## config.mk

```make
export PLATFORM = sky130hd
export DESIGN_NAME = log_range_reduce_flat
export DESIGN_NICKNAME = d
export VERILOG_FILES = /design/src/rtl/cordic_log_pkg.sv /design/src/rtl/log_range_reduce_if.sv /design/src/rtl/lzd_norm.sv /design/src/rtl/log_range_reduce.sv /design/src/flat_wrapper.sv
export SDC_FILE = /design/constraint.sdc
export NUM_CORES = 1
export LEC_CHECK = 0
export CORE_UTILIZATION = 40
export CTS_CLUSTER_SIZE = 28
export DETAILED_ROUTE_END_ITERATION = 10
export PLACE_DENSITY = 0.73
export SYNTH_ARGS = -nofsm -noshare
export SYNTH_HDL_FRONTEND = slang
export SYNTH_SLANG_ARGS = --single-unit
```

## constraint.sdc

```tcl
create_clock -name clk -period 6.32 [get_ports clk]
set_clock_uncertainty 0.05 [all_clocks]
set_input_delay 1.58 -clock clk [delete_from_list [all_inputs] [get_ports clk]]
set_output_delay 1.58 -clock clk [all_outputs]
set_load 0.05 [all_outputs]
```

## src/rtl/cordic_log_pkg.sv

```systemverilog
// rtl/cordic_log_pkg.sv - shared constants and types for the CORDIC natural-log datapath
//
// Purpose: fixed-point format constants and the range-reduction FSM state type.
// Also used by the CORDIC log core.
package cordic_log_pkg;

  localparam int WIDTH = 32;        // data word width, signed two's complement
  localparam int FRAC  = 24;        // fractional bits of the Q8.24 format
  localparam int ONE_Q = 16777216;  // 1.0 in Q8.24
  localparam int LN2_Q = 11629080;  // ln2 in Q8.24, round-to-nearest
  localparam int EXP_W = 6;         // signed exponent width, covers -24..+6

  typedef enum logic [1:0] {
    IDLE,
    SHIFT,
    OUT
  } state_e;

endpackage

```

## src/rtl/log_range_reduce_if.sv

```systemverilog
// rtl/log_range_reduce_if.sv - argument/result handshake bundle for log_range_reduce
//
// Purpose: groups the input (in_valid/in_ready/arg) and output
// (out_valid/out_ready/mant/exp/offset/err) handshakes.
// Modports: master = producer of arg / consumer of result, slave = the reducer.
interface log_range_reduce_if;
  import cordic_log_pkg::*;

  logic                    in_valid;
  logic                    in_ready;
  logic signed [WIDTH-1:0] arg;
  logic                    out_valid;
  logic                    out_ready;
  logic        [WIDTH-1:0] mant;
  logic signed [EXP_W-1:0] exp;
  logic signed [WIDTH-1:0] offset;
  logic                    err;

  modport master (
    output in_valid, arg, out_ready,
    input  in_ready, out_valid, mant, exp, offset, err
  );

  modport slave (
    input  in_valid, arg, out_ready,
    output in_ready, out_valid, mant, exp, offset, err
  );

endinterface

```

## src/rtl/lzd_norm.sv

```systemverilog
// rtl/lzd_norm.sv - leading-one detector plus barrel shift for single-cycle normalisation
//
// Purpose: normalises a positive Q8.24 value to [1.0, 2.0) in one step.
// Ports: m_i (positive value), mant_o (normalised mantissa), exp_o (signed e, m_i = mant_o * 2^e).
// Only built when LOG_RR_FAST_NORM_EN is defined.
`ifdef LOG_RR_FAST_NORM_EN
module lzd_norm
  import cordic_log_pkg::*;
(
  input  logic        [WIDTH-1:0] m_i,
  output logic        [WIDTH-1:0] mant_o,
  output logic signed [EXP_W-1:0] exp_o
);

  int lead;

  always_comb begin
    lead = 0;
    // Ascending scan: the last set bit seen is the most significant one.
    for (int i = 0; i < WIDTH; i++) begin
      if (m_i[i]) lead = i;
    end
    exp_o = EXP_W'(lead - FRAC);
    // A right shift truncates exactly as the iterative one-bit shifts would.
    if (lead >= FRAC) mant_o = m_i >> (lead - FRAC);
    else              mant_o = m_i << (FRAC - lead);
  end

endmodule
`endif

```

## src/rtl/log_range_reduce.sv

```systemverilog
// rtl/log_range_reduce.sv - normalises a positive Q8.24 argument to [1.0, 2.0) for the CORDIC log core
//
// Purpose: arg = mant * 2^exp, offset = exp * ln2, so ln(arg) = ln(mant) + offset.
// Ports: clk, reset (sync, active-high), bus (log_range_reduce_if.slave).
// Option: LOG_RR_FAST_NORM_EN selects single-cycle normalisation via lzd_norm;
// undefined gives one shift per clock.
module log_range_reduce
  import cordic_log_pkg::*;
(
  input  logic                  clk,
  input  logic                  reset,
  log_range_reduce_if.slave     bus
);

  state_e                  state_q, state_d;
  logic        [WIDTH-1:0] m_q, m_d;
  logic signed [EXP_W-1:0] exp_q, exp_d;
  logic signed [WIDTH-1:0] off_q, off_d;
  logic                    err_q, err_d;

  // Gated with reset so in_ready is low throughout reset, even before the first edge.
  assign bus.in_ready  = (state_q == IDLE) && !reset;
  assign bus.out_valid = (state_q == OUT);
  assign bus.mant      = m_q;
  assign bus.exp       = exp_q;
  assign bus.offset    = off_q;
  assign bus.err       = err_q;

`ifdef LOG_RR_FAST_NORM_EN
  logic        [WIDTH-1:0] norm_mant;
  logic signed [EXP_W-1:0] norm_exp;

  lzd_norm u_lzd_norm (
    .m_i    (m_q),
    .mant_o (norm_mant),
    .exp_o  (norm_exp)
  );
`endif

  always_comb begin
    state_d = state_q;
    m_d     = m_q;
    exp_d   = exp_q;
    off_d   = off_q;
    err_d   = err_q;
    case (state_q)
      IDLE: begin
        if (bus.in_valid && bus.in_ready) begin
          exp_d = '0;
          off_d = '0;
          if (bus.arg <= 0) begin
            err_d   = 1'b1;
            m_d     = '0;
            state_d = OUT;
          end else begin
            err_d   = 1'b0;
            m_d     = bus.arg;
            state_d = SHIFT;
          end
        end
      end
      SHIFT: begin
`ifdef LOG_RR_FAST_NORM_EN
        m_d     = norm_mant;
        exp_d   = norm_exp;
        off_d   = WIDTH'(int'(norm_exp) * LN2_Q);
        state_d = OUT;
`else
        // Any integer bit above the units bit means m >= 2.0.
        if (m_q[WIDTH-2:FRAC+1] != '0) begin
          m_d   = m_q >> 1;
          exp_d = exp_q + EXP_W'(1);
          off_d = off_q + WIDTH'(LN2_Q);
        end else if (!m_q[FRAC]) begin
          m_d   = m_q << 1;
          exp_d = exp_q - EXP_W'(1);
          off_d = off_q - WIDTH'(LN2_Q);
        end else begin
          state_d = OUT;
        end
`endif
      end
      OUT: begin
        if (bus.out_ready) state_d = IDLE;
      end
      default: state_d = IDLE;
    endcase
  end

  always_ff @(posedge clk) begin
    if (reset) begin
      state_q <= IDLE;
      m_q     <= '0;
      exp_q   <= '0;
      off_q   <= '0;
      err_q   <= 1'b0;
    end else begin
      state_q <= state_d;
      m_q     <= m_d;
      exp_q   <= exp_d;
      off_q   <= off_d;
      err_q   <= err_d;
    end
  end

endmodule

```

## src/flat_wrapper.sv

```systemverilog
// flat-port wrapper written by rule: the top's interface ports become plain ports
module log_range_reduce_flat import cordic_log_pkg::*;
  (clk, reset, bus_in_valid, bus_arg, bus_out_ready, bus_in_ready, bus_out_valid, bus_mant, bus_exp, bus_offset, bus_err);
  log_range_reduce_if bus_i ();
  input  logic clk;
  input  logic reset;
  input wire logic [$bits(bus_i.in_valid)-1:0] bus_in_valid;
  input wire logic [$bits(bus_i.arg)-1:0] bus_arg;
  input wire logic [$bits(bus_i.out_ready)-1:0] bus_out_ready;
  output wire logic [$bits(bus_i.in_ready)-1:0] bus_in_ready;
  output wire logic [$bits(bus_i.out_valid)-1:0] bus_out_valid;
  output wire logic [$bits(bus_i.mant)-1:0] bus_mant;
  output wire logic [$bits(bus_i.exp)-1:0] bus_exp;
  output wire logic [$bits(bus_i.offset)-1:0] bus_offset;
  output wire logic [$bits(bus_i.err)-1:0] bus_err;
  assign bus_i.in_valid = bus_in_valid;
  assign bus_i.arg = bus_arg;
  assign bus_i.out_ready = bus_out_ready;
  assign bus_in_ready = bus_i.in_ready;
  assign bus_out_valid = bus_i.out_valid;
  assign bus_mant = bus_i.mant;
  assign bus_exp = bus_i.exp;
  assign bus_offset = bus_i.offset;
  assign bus_err = bus_i.err;
  log_range_reduce u_core (.clk(clk), .reset(reset), .bus(bus_i));
endmodule
```

==> impl_metrics.csv <==
group,metric,value,unit
place,port_buffers,105,
sta,hold_viol,0,
floorplanning,dieArea,0.01310,mm2
sta,post-route-period-util,73.60,%
sta,worst_slew_pin_slew,1.139,ns
run_status,status,"finished clean",
critical_path,crit_path_max_fanout,5,
worst_hold_path,hp-class,"register to register",
place,gp_congestion,0.8807,
sta,max_freq,0.2150,GHz
detailed_routing,wl,16290,um
power_and_ir_drop,power_leakage,2.276,nW
sta,drv_slew,0,
floorplanning,start_util,41.60,%
clocking,clk_pin_slew_worst_paths,0.06,ns
place,dp_hpwl,11410,um
grt,grt_usage,25.29,%
clocking,ctsResizeCount,0,
critical_path,criticalPathCategory,"input port to output pin",
clocking,root_buffer,"clkbuf_16",
synth,syn_avg_cell_area,7.354,um2
synth,ys_types,69,
finish,diodes,0,
synth,synthesis.area,0.005060,mm2
synth,synth_area_leaders,"dfxtp_1 28%, nor2_1 6.0%, a21oi_1 5.4%, nand2_1 4.4%, a222oi_1 4.4%",
synth,synthCells,688,
clocking,cts_buffer_depth,2,
synth,synth_most_common_cell,"nor2_1",
grt,overflow,0,
sta,tns,0,ns
synth,ys_warn_count,0,
detailed_routing,viasPerCell,6.086,
synth,synth_commonest_cells,"81 x nor2_1, 70 x dfxtp_1, 59 x nand2_1",
power_and_ir_drop,pwr_density_cell,289.6,mW/mm2
grt,grt_max_degree,63,
grt,grt_pass1_wl,26530,um
detailed_routing,dr.pass1.iters,6,
grt,antenna_found_initial,0,
synth,yosysTopAreaCellShare,27.70,%
critical_path,required,4.69,ns
synth,ys_async_sr_fraction,0,%
finish,final.fill_count,1158,
floorplanning,die_h,114.5,um
synth,synth_ff_type,"dfxtp_1",
floorplanning,io_pins,109,
detailed_routing,drc,0,
finish,final_core_util,53.12,%
floorplanning,core,0.01216,mm2
sta,fin_crit,4.652,ns
clocking,post-cts-setup-buffer-count,0,
floorplanning,die_w,114.5,um
critical_path,startpoint_type,"input port",
detailed_routing,post_drt_wl_per_cell,17.58,um
grt,grt_pass1_vias,5271,
finish,areaGrowthSynthToFinish,27.67,%
clocking,htreeDepth,3,
detailed_routing,num_vias,5642,
critical_path,critPathCaptureType,"output pin",
sta,setup_violations,0,
clocking,cts_hold_buf,0,
detailed_routing,first_iter_violations,523,
clocking,cts_inserted_buffers,9,
synth,synth_area_leader_cell,"dfxtp_1",
synth,ys_seq_elements,70,
floorplanning,rows,40,
clocking,cts_tree,"done",
sta,rsz0062_at_grt,"false",
finish,nets,806,
finish,drive_gt1_share,5.402,%
synth,seq_area_frac_synth,27.70,%
synth,synth_edf_count,0,
clocking,clk_latency,0.33,ns
run,drv_cap,0,
critical_path,cp.arrival,3.02,ns
sta,max_slew_margin,23.76,%
detailed_routing,antenna_left,0,
clocking,cts_sinks,70,
power_and_ir_drop,ir_drop,0.1299,mV
## final cells by class
type	instances	area [um2]	share of cell area (%)
inverters	11	41.29	0.6392
clock inverters	5	60.06	0.9297
multi-input cells	546	3372	52.20
well taps	168	210.2	3.254
clock buffers	10	239.0	3.699
flip-flops and latches	70	1401	21.69
repair buffers	117	1136	17.59
## kinds of logic after synthesis
logic type / share of synthesized area [%]
simple gates: 24.65
compound gates: 32.34
buf+inv: 5.959
flops: 27.70
xor+xnor: 4.154
fa+ha+maj: 4.501
mux: 0.6182
other cells: 0.07411
## cell usage in the layout (no fill, tap or decap), drive strengths merged, types with 6 or more instances in the layout
cell type	instances
o21ai	47
buf	13
nor3	25
a222oi	22
clkbuf	10
a31oi	10
ha	15
nand3	31
a21oi	55
nor2	81
nand4	6
inv	10
a221oi	13
a22oi	9
nand2	60
dfxtp	70
clkdlybuf4s50	104
or3	14
xnor2	20
a21o	8
and3	6
nor4	13
a211oi	27
## worst max-delay path, cell delays in order
cell and delay (ns):
buf_2 0.12, nor3_1 0.39, clkdlybuf4s50_1 0.93
## where the power goes
part	internal (W)	switching, W	total, W	leakage [nW]
registers	0.000479	0.0000569	0.000536	0.571
logic	0.000287	0.000534	0.000821	1.56
clock network	0.000315	0.000200	0.000514	0.145
total	0.00108	0.000791	0.00187	2.28
## final timing paths
| check | endpoint | depth (start not counted) | start | slack, ns |
|---|---|---|---|---|
| worst max-delay path | bus_in_ready | 3 | reset | 1.67 |
| worst min register to register | u_core.bus.offset[29]$_SDFFE_PP0P_ | 2 | u_core.bus.offset[29]$_SDFFE_PP0P_ | 0.42 |
| worst max register to register | u_core.bus.offset[29]$_SDFFE_PP0P_ | 14 | u_core.bus.mant[27]$_SDFFE_PP0P_ | 2.03 |
| worst min-delay path | u_core.bus.offset[29]$_SDFFE_PP0P_ | 2 | u_core.bus.offset[29]$_SDFFE_PP0P_ | 0.42 |
## per-layer routing
layer / GRT usage [%] / vias to the layer above / part of all wire [%]
li1: - / 2739 / -
met1: 33.64 / 2616 / 44
met2: 40.73 / 255 / 46
met3: 4.923 / 32 / 8.0
met4: 8.918 / 0 / 2.0
met5: 0 / - / 0
## metrics by stage
step | instances | instance area, um2 | hold WS, ns | setup WS (ns) | power (W)
4_1_cts | 927 | 6460 | 0.4302 | 1.657 | 0.001873
3_3_place_gp | 912 | 6161 | 0.4174 | 1.683 | 0.001339
5_1_grt | 927 | 6460 | 0.4480 | 1.569 | 0.001976
6_report | 927 | 6460 | 0.4239 | 1.668 | 0.001871
2_1_floorplan | 690 | 5067 | 0.5486 | 1.718 | 0.001130
3_5_place_dp | 912 | 6161 | 0.4230 | 1.670 | 0.001353
## sequential cells by signal (all words and copies together), names as in the netlist
| name | cells |
|---|---|
| u_core.bus.err | 1 |
| u_core.bus.exp | 6 |
| u_core.bus.mant | 32 |
| u_core.bus.offset | 29 |
| u_core.state_q | 2 |
No activity file was read; power rests on OpenSTA's default activity.
